**src/rtl/mem_pkg.sv**
```systemverilog
// Shared types and helpers for the burst memory arbiter: FSM states, burst length
// codes, requester ids and the length-code decoder.
package mem_pkg;

  typedef enum logic [1:0] {
    IDLE,
    BURST,
    TURN
  } state_e;

  localparam logic [1:0] ACC_1W  = 2'b00;
  localparam logic [1:0] ACC_4W  = 2'b01;
  localparam logic [1:0] ACC_8W  = 2'b10;
  localparam logic [1:0] ACC_16W = 2'b11;

  typedef enum logic {
    REQ_I = 1'b0,
    REQ_D = 1'b1
  } owner_e;

  function automatic logic [4:0] beats(input logic [1:0] acc_size);
    logic [4:0] n;
    case (acc_size)
      ACC_1W:  n = 5'd1;
      ACC_4W:  n = 5'd4;
      ACC_8W:  n = 5'd8;
      default: n = 5'd16;
    endcase
    return n;
  endfunction

endpackage

```
**src/rtl/mem_arb_pick.sv**
```systemverilog
// Two-way requester picker. MEM_ARB_RR_EN selects round-robin (remembers the last
// winner); otherwise fixed priority with D over I and no state.
module mem_arb_pick
  import mem_pkg::*;
(
`ifdef MEM_ARB_RR_EN
  input  logic   clk,
  input  logic   rst,
  input  logic   take,
`endif
  input  logic   i_req,
  input  logic   d_req,
  output logic   valid,
  output owner_e owner
);

  assign valid = i_req | d_req;

`ifdef MEM_ARB_RR_EN
  owner_e last_q;

  always_ff @(posedge clk or posedge rst) begin
    if (rst) begin
      last_q <= REQ_I;
    end else if (take) begin
      last_q <= owner;
    end
  end

  // On a tie the requester that did not win last time goes first.
  always_comb begin
    owner = REQ_I;
    if (i_req && d_req) begin
      owner = (last_q == REQ_D) ? REQ_I : REQ_D;
    end else if (d_req) begin
      owner = REQ_D;
    end
  end
`else
  always_comb begin
    owner = d_req ? REQ_D : REQ_I;
  end
`endif

endmodule

```
**src/rtl/mem_arbiter.sv**
```systemverilog
// Arbitrates the single-ported burst memory between fetch (I) and data (D). Beats are
// counted locally from the latched length code. Option macro: MEM_ARB_RR_EN.
module mem_arbiter
  import mem_pkg::*;
#(
  parameter int unsigned ADDRESS_SIZE = 32,
  parameter int unsigned DATA_SIZE    = 32,
  parameter int unsigned ACCESS_SIZE  = 2
) (
  input  logic                    clk,
  input  logic                    rst,
  input  logic                    i_req,
  input  logic [0:ADDRESS_SIZE-1] i_addr,
  input  logic [0:ACCESS_SIZE-1]  i_acc_size,
  output logic                    i_gnt,
  output logic                    i_rvalid,
  output logic                    i_done,
  input  logic                    d_req,
  input  logic                    d_wren,
  input  logic [0:ADDRESS_SIZE-1] d_addr,
  input  logic [0:ACCESS_SIZE-1]  d_acc_size,
  input  logic [0:DATA_SIZE-1]    d_wdata,
  output logic                    d_gnt,
  output logic                    d_beat,
  output logic                    d_done,
  output logic [0:DATA_SIZE-1]    rdata,
  output logic [0:ADDRESS_SIZE-1] mem_addr,
  output logic [0:DATA_SIZE-1]    mem_d_in,
  output logic [0:ACCESS_SIZE-1]  mem_acc_size,
  output logic                    mem_wren,
  output logic                    mem_enable,
  input  logic [0:DATA_SIZE-1]    mem_d_out
);

  state_e                  state_q, state_d;
  owner_e                  owner_q, pick_owner;
  logic                    pick_valid, take;
  logic [3:0]              cnt_q;
  logic                    wren_q;
  logic [0:ACCESS_SIZE-1]  acc_q;
  logic [0:ADDRESS_SIZE-1] addr_q;
  logic                    rd_strobe_q, rd_last_q;
  logic                    in_burst, burst_last, wr_beat;

  assign in_burst   = (state_q == BURST);
  assign burst_last = ({1'b0, cnt_q} == (beats(acc_q) - 5'd1));
  assign take       = (state_q == IDLE) && pick_valid;

  mem_arb_pick u_pick (
`ifdef MEM_ARB_RR_EN
    .clk   (clk),
    .rst   (rst),
    .take  (take),
`endif
    .i_req (i_req),
    .d_req (d_req),
    .valid (pick_valid),
    .owner (pick_owner)
  );

  always_ff @(posedge clk or posedge rst) begin
    if (rst) begin
      state_q <= IDLE;
    end else begin
      state_q <= state_d;
    end
  end

  always_comb begin
    state_d = state_q;
    unique case (state_q)
      IDLE:    if (pick_valid) state_d = BURST;
      BURST:   if (burst_last) state_d = TURN;
      TURN:    state_d = IDLE;
      default: state_d = IDLE;
    endcase
  end

  // Burst context is captured once at grant; requester inputs are ignored afterwards.
  always_ff @(posedge clk or posedge rst) begin
    if (rst) begin
      owner_q     <= REQ_I;
      cnt_q       <= 4'd0;
      wren_q      <= 1'b0;
      acc_q       <= '0;
      addr_q      <= '0;
      rd_strobe_q <= 1'b0;
      rd_last_q   <= 1'b0;
    end else begin
      // Read data appears the cycle after memory samples each beat.
      rd_strobe_q <= in_burst && !wren_q;
      rd_last_q   <= in_burst && burst_last;
      if (take) begin
        owner_q <= pick_owner;
        cnt_q   <= 4'd0;
        if (pick_owner == REQ_D) begin
          addr_q <= d_addr;
          acc_q  <= d_acc_size;
          wren_q <= d_wren;
        end else begin
          addr_q <= i_addr;
          acc_q  <= i_acc_size;
          wren_q <= 1'b0;
        end
      end else if (in_burst) begin
        cnt_q <= burst_last ? 4'd0 : cnt_q + 4'd1;
      end
    end
  end

  assign mem_addr     = addr_q;
  assign mem_acc_size = acc_q;
  assign mem_wren     = wren_q;
  assign rdata        = rd_strobe_q ? mem_d_out : '0;

  always_comb begin
    wr_beat    = in_burst && wren_q;
    i_gnt      = in_burst && (owner_q == REQ_I);
    d_gnt      = in_burst && (owner_q == REQ_D);
    i_rvalid   = rd_strobe_q && (owner_q == REQ_I);
    i_done     = rd_strobe_q && rd_last_q && (owner_q == REQ_I);
    d_beat     = wr_beat || (rd_strobe_q && (owner_q == REQ_D));
    d_done     = (wr_beat && burst_last) || (rd_strobe_q && rd_last_q && (owner_q == REQ_D));
    mem_enable = in_burst && (cnt_q == 4'd0);
    mem_d_in   = wr_beat ? d_wdata : '0;
  end

endmodule
```
**config.mk**
```make
export PLATFORM = sky130hd
export DESIGN_NAME = mem_arbiter
export DESIGN_NICKNAME = d
export VERILOG_FILES = /design/src/rtl/mem_pkg.sv /design/src/rtl/mem_arb_pick.sv /design/src/rtl/mem_arbiter.sv
export SDC_FILE = /design/constraint.sdc
export NUM_CORES = 1
export LEC_CHECK = 0
export ABC_AREA = 1
export CORE_MARGIN = 4
export CORE_UTILIZATION = 34
export DETAILED_ROUTE_END_ITERATION = 16
export GPL_TIMING_DRIVEN = 0
export PLACE_DENSITY = 0.91
export REMOVE_ABC_BUFFERS = 1
export SLEW_MARGIN = 20
export SYNTH_ARGS = -nofsm -noshare
export SYNTH_HDL_FRONTEND = slang
export SYNTH_HIERARCHICAL = 1
export SYNTH_SLANG_ARGS = --single-unit
```
**constraint.sdc**
```tcl
create_clock -name clk -period 3.1 [get_ports clk]
set_clock_uncertainty 0.05 [all_clocks]
set_input_delay 0.62 -clock clk [delete_from_list [all_inputs] [get_ports clk]]
set_output_delay 0.62 -clock clk [all_outputs]
set_load 0.05 [all_outputs]
```
# Word-level counts from Yosys, hierarchy flattened
# Index checks and enable logic that the tools add are counted.
# Widths: inputs -> output; s select.
# word_totals
regBits	44
inputBits	137
word_cells	52
output_inout_bits	106
# op_classes
n_bitwise	2
n_reduce_logical	21
muxes	13
n_eq_ne	6
n_addsub	2
# op_table
cell	count
$mux 32	3
$pmux 5 s3	1
$logic_and 1x1->1	13
$mux 4	3
$mux 2	3
$eq 4x5->1	1
$sub 5x1->5 const B	1
$add 4x1->4 const B	1
$eq 2x1->1 const B	2
$logic_not 2->1	2
$logic_not 4->1	1
$pmux 2 s2	1
$eq 2x2->1 const B	1
$logic_or 1x1->1	2
$mux 1	2
$ne 2x1->1 const B	1
$ne 2x2->1 const B	1
$reduce_and 2->1	1
$reduce_bool 2->1	1
$logic_not 1->1	1
$not 1->1	1
$or 1x1->1	1

# Depth between registers and ports, before layout
# Gate-level depths: netlist (run 1).
# depth
depth_word	7
depth_mapped	10
ltp_nobuf	9

# Modules after synthesis
# Netlist (run 1), hierarchy kept.
# modules_own_cells
module	area_each_um2	n_inst	cells_per_inst
mem_arbiter	2743.9	1	435
mem_arb_pick	18.8	1	4

# Worst setup path after synthesis (run 1)
# Ideal clock, no wire load.
# synth_timing
path_type	register to output
from	register acc_q, in the netlist mem_acc_size[0]
to	output d_done
path_slack_ns	0.213
path_buffers	0
path_stages_with_launch	7
arrival_ns	2.217
cell_sequence	dfrtp_1 -> inv_1 -> nand2_1 -> nand2_1 -> nor2_1 -> nand2_1 -> o21ai_0
# synth_between
elab_chain_len	6
# synth_rtl
item	line	text
start: declaration	mem_arbiter.sv:40	logic [0:ACCESS_SIZE-1] acc_q;
start signal: assignment	mem_arbiter.sv:98	acc_q <= d_acc_size;
start signal: assignment	mem_arbiter.sv:102	acc_q <= i_acc_size;
$eq 2x2->1, or another cell as far along	mem_pkg.sv:23	case (acc_size)
$pmux 5 s3 *	mem_pkg.sv:23	
$sub 5x1->5 *	mem_arbiter.sv:46	assign burst_last = ({1'b0, cnt_q} == (beats(acc_q) - 5'd1));
$eq 4x5->1 *	mem_arbiter.sv:46	
$logic_and 1x1->1 *	mem_arbiter.sv:123	d_done = (wr_beat && burst_last) || (rd_strobe_q && rd_last_q && (owner_q == REQ_D));
$logic_or 1x1->1 *	mem_arbiter.sv:123	
end: declaration	mem_arbiter.sv:25	output logic d_done,
# Every way passes the cells marked *; elsewhere a longest branch is shown, timed or not.

# Worst setup path in the final report (run 1)
# layout_timing
from	register state_q[1]
to	output mem_d_in[1] (netlist name)
# layout_between
elab_chain_len	3
# layout_rtl
item	line	text
start: declaration	mem_arbiter.sv:35	state_e state_q, state_d;
start signal: assignment	mem_arbiter.sv:65	state_q <= state_d;
$eq 2x1->1	mem_arbiter.sv:45	assign in_burst = (state_q == BURST);
$logic_and 1x1->1	mem_arbiter.sv:117	wr_beat = in_burst && wren_q;
$mux 32	mem_arbiter.sv:125	mem_d_in = wr_beat ? d_wdata : '0;
end: declaration	mem_arbiter.sv:28	output logic [0:DATA_SIZE-1] mem_d_in,
# Every way passes these cells.

==> results of run 1 <==
cells in the mapped netlist:
| cell | count | area share |
|---|---|---|
| inv_1 | 111 | 0.15 |
| nand2_2 | 1 | 0.0023 |
| nand2_1 | 126 | 0.17 |
| o21ai_1 | 12 | 0.022 |
| o211ai_1 | 1 | 0.0027 |
| inv_2 | 1 | 0.0014 |
| nor2_1 | 45 | 0.061 |
| buf_4 | 1 | 0.0027 |
| nand3_1 | 8 | 0.014 |
| nor2_4 | 2 | 0.0082 |
| clkinv_2 | 1 | 0.0018 |
| ha_1 | 2 | 0.0091 |
| nand4_1 | 1 | 0.0023 |
| o21ai_0 | 59 | 0.11 |
| buf_6 | 2 | 0.0082 |
| xnor2_1 | 1 | 0.0032 |
| buf_2 | 10 | 0.018 |
| dfrtp_1 | 44 | 0.40 |
| clkbuf_1 | 10 | 0.014 |
| a21oi_1 | 1 | 0.0018 |
worst max-delay path by stage:
stage	slack (ns)	depth (start not counted)	end	from
detailed placement	-0.07	4	d_done	state_q[1]$_DFFE_PP0P_
global placement	-0.76	10	cnt_q[3]$_DFFE_PP0P_	d_req
finish	0.22	4	mem_d_in[1]	state_q[1]$_DFFE_PP0P_
global route	0.10	3	d_beat	rd_strobe_q$_DFF_PP0_
CTS	0.009	4	mem_d_in[2]	state_q[1]$_DFFE_PP0P_
floorplan	-0.04	2	d_done	mem_wren$_DFFE_PP0P_
per-stage QoR:
step                      TNS (ns)  cells  utilization  instance area, µm²
after global placement      -25.27    760       0.6654                5195
after detailed placement  -0.08301    762       0.6708                5238
after global routing             0    769       0.6883                5374
after CTS                        0    769       0.6813                5319
final                            0    769       0.6883                5374
after floorplan           -0.04465    416            -                2645
state kept, by name, indices dropped and copies added (netlist names):
| register | flops |
|---|---|
| owner_q | 1 |
| mem_acc_size | 2 |
| mem_addr | 32 |
| cnt_q | 4 |
| rd_strobe_q | 1 |
| state_q | 2 |
| rd_last_q | 1 |
| mem_wren | 1 |
worst max-delay path, stage by stage, from the launching register on:
cell and delay [ns]:
dfrtp_1 0.45, nor2_4 0.24, nand2_4 0.24, nor2_1 0.15, clkdlybuf4s50_1 0.83
layer usage:
metal,GRT usage,vias up,share of wire,wire length [µm]
li1,-,1725,-,-
met1,0.2116,1468,0.36,3810
met2,0.3911,163,0.52,5490
met3,0.06143,16,0.092,968
met4,0.07143,0,0.027,280
met5,0,-,0,0
layout make-up:
cell class	count	area, µm²	area share
Clock inverter	2	12.51	0.002328
Sequential cell	44	1102	0.2051
Inverter	113	425.4	0.07916
Tap cell	102	127.6	0.02375
Timing Repair Buffer	244	2511	0.4673
Multi-Input combinational cell	259	1126	0.2095
Clock buffer	5	68.82	0.01281
power by group:
part	leakage, nW	internal, mW	total [mW]	switching, mW
combinational	2.52	1.23	3.87	2.64
sequential	0.541	0.863	1.12	0.261
clock	0.0400	0.153	0.345	0.193
kinds of logic (layout without fill, tap and decap cells):
family | count (synthesis) | in the layout | synth area share
and+or+nand+nor | 183 | 183 | 0.2595
buffers and inverters | 136 | 364 | 0.1966
AOI/OAI and AO/OA | 73 | 73 | 0.1332
DFF | 44 | 44 | 0.3986
adders and majority gates | 2 | 2 | 0.009057
xor gates and xnor gates | 1 | 1 | 0.003171
what timing repair did:
item	CTS	global route
buffers inserted	0	0
endpoints found under the setup margin	34	31
gates resized for setup	5	21
endpoints found under the hold margin	0	0
==> results.toml, run 1 <==
[layout]
final_cell_mix = "clkdlybuf4s50_1 (218), nand2_1 (125), inv_1 (110)"
area_growth_pct = 94.52
antenna_cells = 0
final_nets = 806
fillCellCount = 604
drive_gt1_frac = 0.02699
mostFrequentLayoutCell = "clkdlybuf4s50_1"

[detailed_routing]
drtIter0Drc = 106
via_per_inst = 4.385
drc = 0
post_drt_wl_per_cell_um = 13.72
wirelength_um = 10550
ant_nets = 0
first_pass_iters = 4
vias = 3372

[min_path]
hold_class = "flop to flop"
hold_path_depth = 2
worstHoldStart = "mem_addr[13]$_DFFE_PP0P_"
hold_end = "mem_addr[13]$_DFFE_PP0P_"

[placed_design]
dpl.hpwl_um = 8751
gp_congestion = 0.8188
dp_slack_ns = -0.06913
port-buffer-count = 242

[global_route]
grt_max_degree = 70
track_usage = 0.2053
grt_pass1_vias = 3141
overflow = 0
antenna_found_initial = 0
grt_pass1_wl_um = 15940

[floorplan]
dieWidth_um = 98.14
core_region_area_mm2 = 0.007807
die-area_mm2 = 0.009631
die_h_um = 98.14
initial_core_util = 0.3538
row_count = 32
ios = 243

[sta]
grt_setup_unrepaired = "no"
max_freq_mhz = 346.7
report.final.slew_viol_count = 0
whs_ns = 0.4339
slew_headroom = 0.3507
tightest_slew_ns = 0.9739
setup_slack_ns = 0.2159
period_minus_slack_ns = 2.884
finalCritPeriodShare = 0.9304
setup_violations = 0
hold_viol = 0

[pwr]
leakage_nw = 3.101
power_mw = 5.344
p_per_area_mw_per_mm2 = 994.4
ir_drop_uv = 519.5

[clocking]
cts_root_buffer = "clkbuf_8"
cts_made_buffers = 5
cts_buffer_depth = 2
ctsHtreeMaxLevel = 2
clock_sinks = 44
cts_tree = "done"
clk_pin_slew_ns = 0.08
ctsHoldBuffers = 0
clk_latency_ns = 0.29

[yosys]
ys_ff_latch = 44
yosysSeqAreaShare = 0.3986
syn_avg_cell_area_um2 = 6.293
synthCells = 439
synth_area_mm2 = 0.002763
ys_warn_count = 6
yosysUniqueCellTypes = 20

[critical_path]
reg2reg_depth = 8
reg2reg_slack_ns = 1.27
worstPathArrival_ns = 2.21
end_kind = "output port"
r2r_end = "cnt_q[2]$_DFFE_PP0P_"
crit-reg2reg-launch = "state_q[0]$_DFFE_PP0P_"
start_kind = "flop"
worstPathRequired_ns = 2.43
crit_type = "flop to output port"
crit_fanout = 34

[job]
cap_violations = 0

[status]
status = "finished clean"
(Power assumes the default switching activity.)
==> inputs of run 2 (changes only) <==
--- a/config.mk
+++ b/config.mk
@@ -5,12 +5,12 @@
 export SDC_FILE = /design/constraint.sdc
 export NUM_CORES = 1
 export LEC_CHECK = 0
-export ABC_AREA = 1
 export CORE_MARGIN = 4
-export CORE_UTILIZATION = 34
+export CORE_UTILIZATION = 33
 export DETAILED_ROUTE_END_ITERATION = 16
 export GPL_TIMING_DRIVEN = 0
-export PLACE_DENSITY = 0.91
+export HOLD_SLACK_MARGIN = 0.12
+export PLACE_DENSITY = 0.92
 export REMOVE_ABC_BUFFERS = 1
 export SLEW_MARGIN = 20
 export SYNTH_ARGS = -nofsm -noshare
==> run 2 against run 1 <==
  * Flip-flop and latch count stayed put
  * Setup slack worse by 0.039 ns
  * Clock power is 31% higher
  * Largest power group unchanged
  * Routed wire length is 4.6% higher
  * Critical path depth is 1 lower
  * Register-to-register slack better by 0.32 ns
  * Design area is 3.3% lower
  * Clock-buffer cell count stayed put
  * Combinational power is 3% lower
  * Core utilization is 1.3 points higher
==> results.toml, run 2 <==
[sta]
setup_violations = 0
grt_setup_unrepaired = "no"
max_freq_mhz = 342.1
hold_viol = 0
period_minus_slack_ns = 2.923
slew_headroom = 0.6155
finalCritPeriodShare = 0.9430
tightest_slew_ns = 0.5750
setup_slack_ns = 0.1768
report.final.slew_viol_count = 0

[layout]
final_cells = 619
final_cell_mix = "clkdlybuf4s50_1 (240), dfrtp_1 (42), nand2_1 (40)"
mostFrequentLayoutCell = "clkdlybuf4s50_1"
drive_gt1_frac = 0.04054
final_util = 0.7017
largest_register_ffs = 32
finalInstanceArea_mm2 = 0.005199
area_growth_pct = 102.2
final_nets = 656

[yosys]
ys_top_cells_by_area = "dfrtp_1 (43%), mux2i_1 (13%), and2_1 (9.0%), and3_1 (8.3%), o21ai_0 (7.2%)"
ys_warn_count = 6
synth-edff-count = 0
ys_ff_latch = 44
async_flop_share = 1.000
netlist.area_leader.share = 0.4282
synthSimpleGateAreaFrac = 0.2710
yosysSeqAreaShare = 0.4282
synth_mux_area_frac = 0.1324
syn_avg_cell_area_um2 = 8.959
synthXorXnorAreaFrac = 0
synth.largest_area_cell = "dfrtp_1"
ys.flop_type = "dfrtp_1"
yosysUniqueCellTypes = 31
synthCells = 287
synth_area_mm2 = 0.002571
synthAdderAreaFrac = 0.009732
synth_top_family_by_area = "simple AND/OR/NAND/NOR gates"
synth.most_common_cell = "dfrtp_1"
synthTopCellsByCount = "dfrtp_1 (44), nand2_1 (41), and2_1 (37), o21ai_0 (37)"
synth-compound-area-share = 0.1109

[placed_design]
dpl.hpwl_um = 9231
gp_congestion = 0.9059
dp_slack_ns = 0.08819
place_area_mm2 = 0.005075
place_inst = 609
port-buffer-count = 242

[clocking]
cts_buffer_depth = 2
clk_latency_ns = 0.29
cts_tree = "done"
cts_root_buffer = "clkbuf_8"
clock_sinks = 44
clk_pin_slew_ns = 0.09
ctsHtreeMaxLevel = 2
post-cts-setup-buffers = 0
cts_made_buffers = 5

[detailed_routing]
via_per_inst = 4.809
first_pass_iters = 4
drc = 0
wirelength_um = 11040
vias = 2977
drtIter0Drc = 48
post_drt_wl_per_cell_um = 17.84
ant_nets = 0

[pwr]
ir_drop_uv = 488.6
swShare = 0.5579
combPwrFrac = 0.703
p_sw_mw = 2.967
p_per_area_mw_per_mm2 = 1023
seqPwrFrac = 0.211
power_mw = 5.319
leakage_nw = 2.297
internal_power_mw = 2.351
p_clk_frac = 0.085

[critical_path]
crit_type = "flop to output port"
reg2reg_depth = 5
crit_fanout = 40
crit_path_start = "state_q[1]$_DFFE_PP0P_"
r2r_end = "mem_addr[11]$_DFFE_PP0P_"
crit-reg2reg-launch = "state_q[1]$_DFFE_PP0P_"
crit_end = "mem_d_in[16]"
end_kind = "output port"
worstPathArrival_ns = 2.25
start_kind = "flop"
worstPathRequired_ns = 2.43
reg2reg_slack_ns = 1.59

[global_route]
grt_max_degree = 52
overflow = 0
grt_pass1_vias = 2959
grt_pass1_wl_um = 15910
track_usage = 0.2301
antenna_found_initial = 2

[floorplan]
ios = 243
core_region_area_mm2 = 0.007408
die-area_mm2 = 0.009268
row_count = 31
initial_core_util = 0.3471
dieWidth_um = 96.27
die_h_um = 96.27

[job]
cap_violations = 0

[min_path]
hold_class = "flop to flop"

[status]
status = "finished clean"
-- run 2: cell types whose count changed after synthesis, sizes merged, moves of 3 or more --
cell / delta
and2: +37
and3: +34
buf: -7
clkbuf: +6
inv: -106
mux2i: +34
nand2: -86
nand3: -3
nor2: -40
o21ai: -33
-- run 2: per-layer routing --
| layer | share of wire | wire (µm) | global-route usage | up-vias |
|---|---|---|---|---|
| li1 | - | - | - | 1439 |
| met1 | 0.37 | 4087 | 0.2499 | 1356 |
| met2 | 0.50 | 5489 | 0.4169 | 164 |
| met3 | 0.11 | 1188 | 0.07271 | 18 |
| met4 | 0.025 | 275 | 0.08175 | 0 |
| met5 | 0 | 0 | 0 | - |
-- run 2: cell families (layout without fill, tap and decap cells) --
| logic type | Yosys count | after routing |
|---|---|---|
| AO/OA/AOI/OAI | 48 | 48 |
| AND/OR/NAND/NOR | 131 | 131 |
| multiplexers | 34 | 34 |
| flip-flops | 44 | 44 |
| buffers and inverters | 28 | 259 |
| other | 0 | 2 |
| adder cells (fa/ha/maj) | 2 | 2 |
-- run 2: through the flow --
step | TNS, ns | hold WS [ns]
6_report | 0 | 0.4336
5_1_grt | 0 | 0.4611
4_1_cts | 0 | 0.4406
3_5_place_dp | 0 | 0.4192
3_3_place_gp | -63.43 | 0.4124
2_1_floorplan | 0 | 0.4738
-- run 2: worst min-delay path by stage --
stage / startpoint / endpoint / slack [ns] / cells past startpoint
floorplan: owner_q$_DFFE_PP0P_ / owner_q$_DFFE_PP0P_ / 0.47 / 2
global placement: mem_addr[20]$_DFFE_PP0P_ / mem_addr[20]$_DFFE_PP0P_ / 0.41 / 2
detailed placement: mem_addr[0]$_DFFE_PP0P_ / mem_addr[0]$_DFFE_PP0P_ / 0.42 / 2
CTS: mem_addr[12]$_DFFE_PP0P_ / mem_addr[12]$_DFFE_PP0P_ / 0.44 / 2
global route: mem_addr[2]$_DFFE_PP0P_ / mem_addr[2]$_DFFE_PP0P_ / 0.46 / 2
finish: mem_addr[0]$_DFFE_PP0P_ / mem_addr[0]$_DFFE_PP0P_ / 0.43 / 2
-- run 2: layout make-up --
class                   count  area [µm²]
repair buffers            245        2476
fillers                   568        2210
multi-input cells         215        1353
flip-flops and latches     44        1104
well taps                  99       123.9
clock buffers               5       68.82
clock inverters             3       46.29
inverters                   6       22.52
diodes                      2       5.005
-- run 2: what timing repair did --
item	4_1_cts	5_1_grt
hold endpoints to repair	0	0
gates resized for setup	2	3
endpoints found under the setup margin	35	20
hold buffers	0	0
-- run 2: power groups by stage --
stage	clock network, mW	logic (mW)	registers [mW]
after global placement	0	3.67	1.10
after detailed placement	0	3.75	1.13
after CTS	0.466	3.76	1.12
final	0.453	3.74	1.12
after global routing	0.488	3.94	1.17
after floorplan	0	1.58	1.84
-- run 2: critical path: stages (launching register included) --
cell and delay, ns:
dfrtp_1 0.41, and2b_4 0.49, and3_1 0.21, clkdlybuf4s50_1 0.85
==> RTL edit: new RTL, settings of run 2 <==
Encoding of `state_e`: now one-hot (3 bits for 3 states).
--- a/src/rtl/mem_pkg.sv
+++ b/src/rtl/mem_pkg.sv
@@ -2,10 +2,10 @@
 // codes, requester ids and the length-code decoder.
 package mem_pkg;
 
-  typedef enum logic [1:0] {
-    IDLE,
-    BURST,
-    TURN
+  typedef enum logic [2:0] {
+    IDLE  = 3'b001,
+    BURST = 3'b010,
+    TURN  = 3'b100
   } state_e;
 
   localparam logic [1:0] ACC_1W  = 2'b00;
Formal check against the unedited RTL: same outputs for any inputs over 10 cycles, from zero or initial values and one cycle with rst high; not proved beyond that.
==> RTL edit against run 2 <==
- cell area up 1.5%
- power down 15%
- routed wire length down 4.7%
- setup slack worse by 0.038 ns
- hold slack better by 0.045 ns
- synthesized cell count down 1.4%
- synthesized area up 0.34%
- sequential cell count up 1
- largest cell class unchanged
==> RTL edit: results (changes against run 2) <==
run_status:
  status: "finished, final reports clean"
grt:
  grt_pass1_vias: 2982  # +0.78%
  track_usage_pct: 22.1  # -0.93 points
  grt_use_met3_pct: 7.98  # +0.71 points
  use_met1_pct: 23.5  # -1.5 points
  grt_max_degree: 36  # -31%
  grt_use_met2_pct: 41.0  # -0.69 points
power:
  ir_worst_vdd_mv: 0.501  # +2.6%
  p_seq_share_pct: 24.9  # +3.8 points
  powerComb_mw: 3.02  # -19%
  p_leak_nw: 2.26  # -1.8%
final_layout:
  multi_input_cells: 213  # -0.93%
  num-fill-cells: 527  # -7.2%
  inverters: 4  # -2
  buf_share_pct: 48.1  # +0.49 points
  multi_input_area_mm2: 0.00138  # +2.0%
  post_route_cells_drive_above_1_share_pct: 5.58  # +1.5 points
  synthToLayoutAreaGrowth_pct: 105
  signal_buffers: 251  # +2.4%
logic_synthesis:
  yosysUniqueCellTypes: 33  # +6.5%
  ys_ff_latch: 45  # +2.3%
  synth_area_leaders: "dfrtp_1, mux2i_1, and2_1"
floorplan:
  die_x_um: 96.4  # +0.16%
setup_path:
  critPathMaxStageDelay_ns: 0.46  # -0.39 ns
  path_max_fanout: 8  # -80%
  cp_data_arrival_time_ns: 2.29  # +0.04 ns
placement:
  dp_worst_setup_slack_ns: -0.0182  # -0.106 ns
  place_inst: 608  # -0.16%
  hpwl_um: 8800  # -4.6%
  place_congestion: 0.870  # -4.0%
routing:
  drt_iter0_markers: 65  # +35%
  vias_per_cell: 4.81  # about the same
  routedWlPerCell_um: 17.0  # -4.7%
  wl_met2_um: 5330  # -2.9%
  vias: 2975  # -0.067%
  wl_met1_um: 3750  # -8.3%
timing:
  tightestPinTransition_ns: 0.591  # +0.0163 ns
==> RTL edit: cell families after synthesis <==
group	after synthesis	share of synthesized area, %
AND/OR/NAND/NOR	131	27.5
adder cells (fa/ha/maj)	2	0.970
XOR/XNOR	1	0.340
multiplexers	36	14.1
buffers and inverters	26	4.36
flip-flops	45	43.7
AO/OA/AOI/OAI	42	9.02
==> RTL edit: final timing paths <==
path                            cells past startpoint      endpoint         start  slack (ns)
min in group asynchronous                           2  mem_addr[25]           rst        0.57
worst min register to register                      2  mem_addr[17]  mem_addr[17]        0.48
worst max register to register                      5   mem_addr[9]    state_q[0]        1.17
worst min-delay path                                2  mem_addr[17]  mem_addr[17]        0.48
max in group asynchronous                           3  mem_addr[26]           rst        1.95
worst max-delay path                                5        d_done      cnt_q[2]        0.14
==> RTL edit: timing repair <==
item	4_1_cts	5_1_grt
buffers inserted	1	2
pin swaps	1	1
resized for setup	5	2
cloned	1	0
setup endpoints to repair	35	17
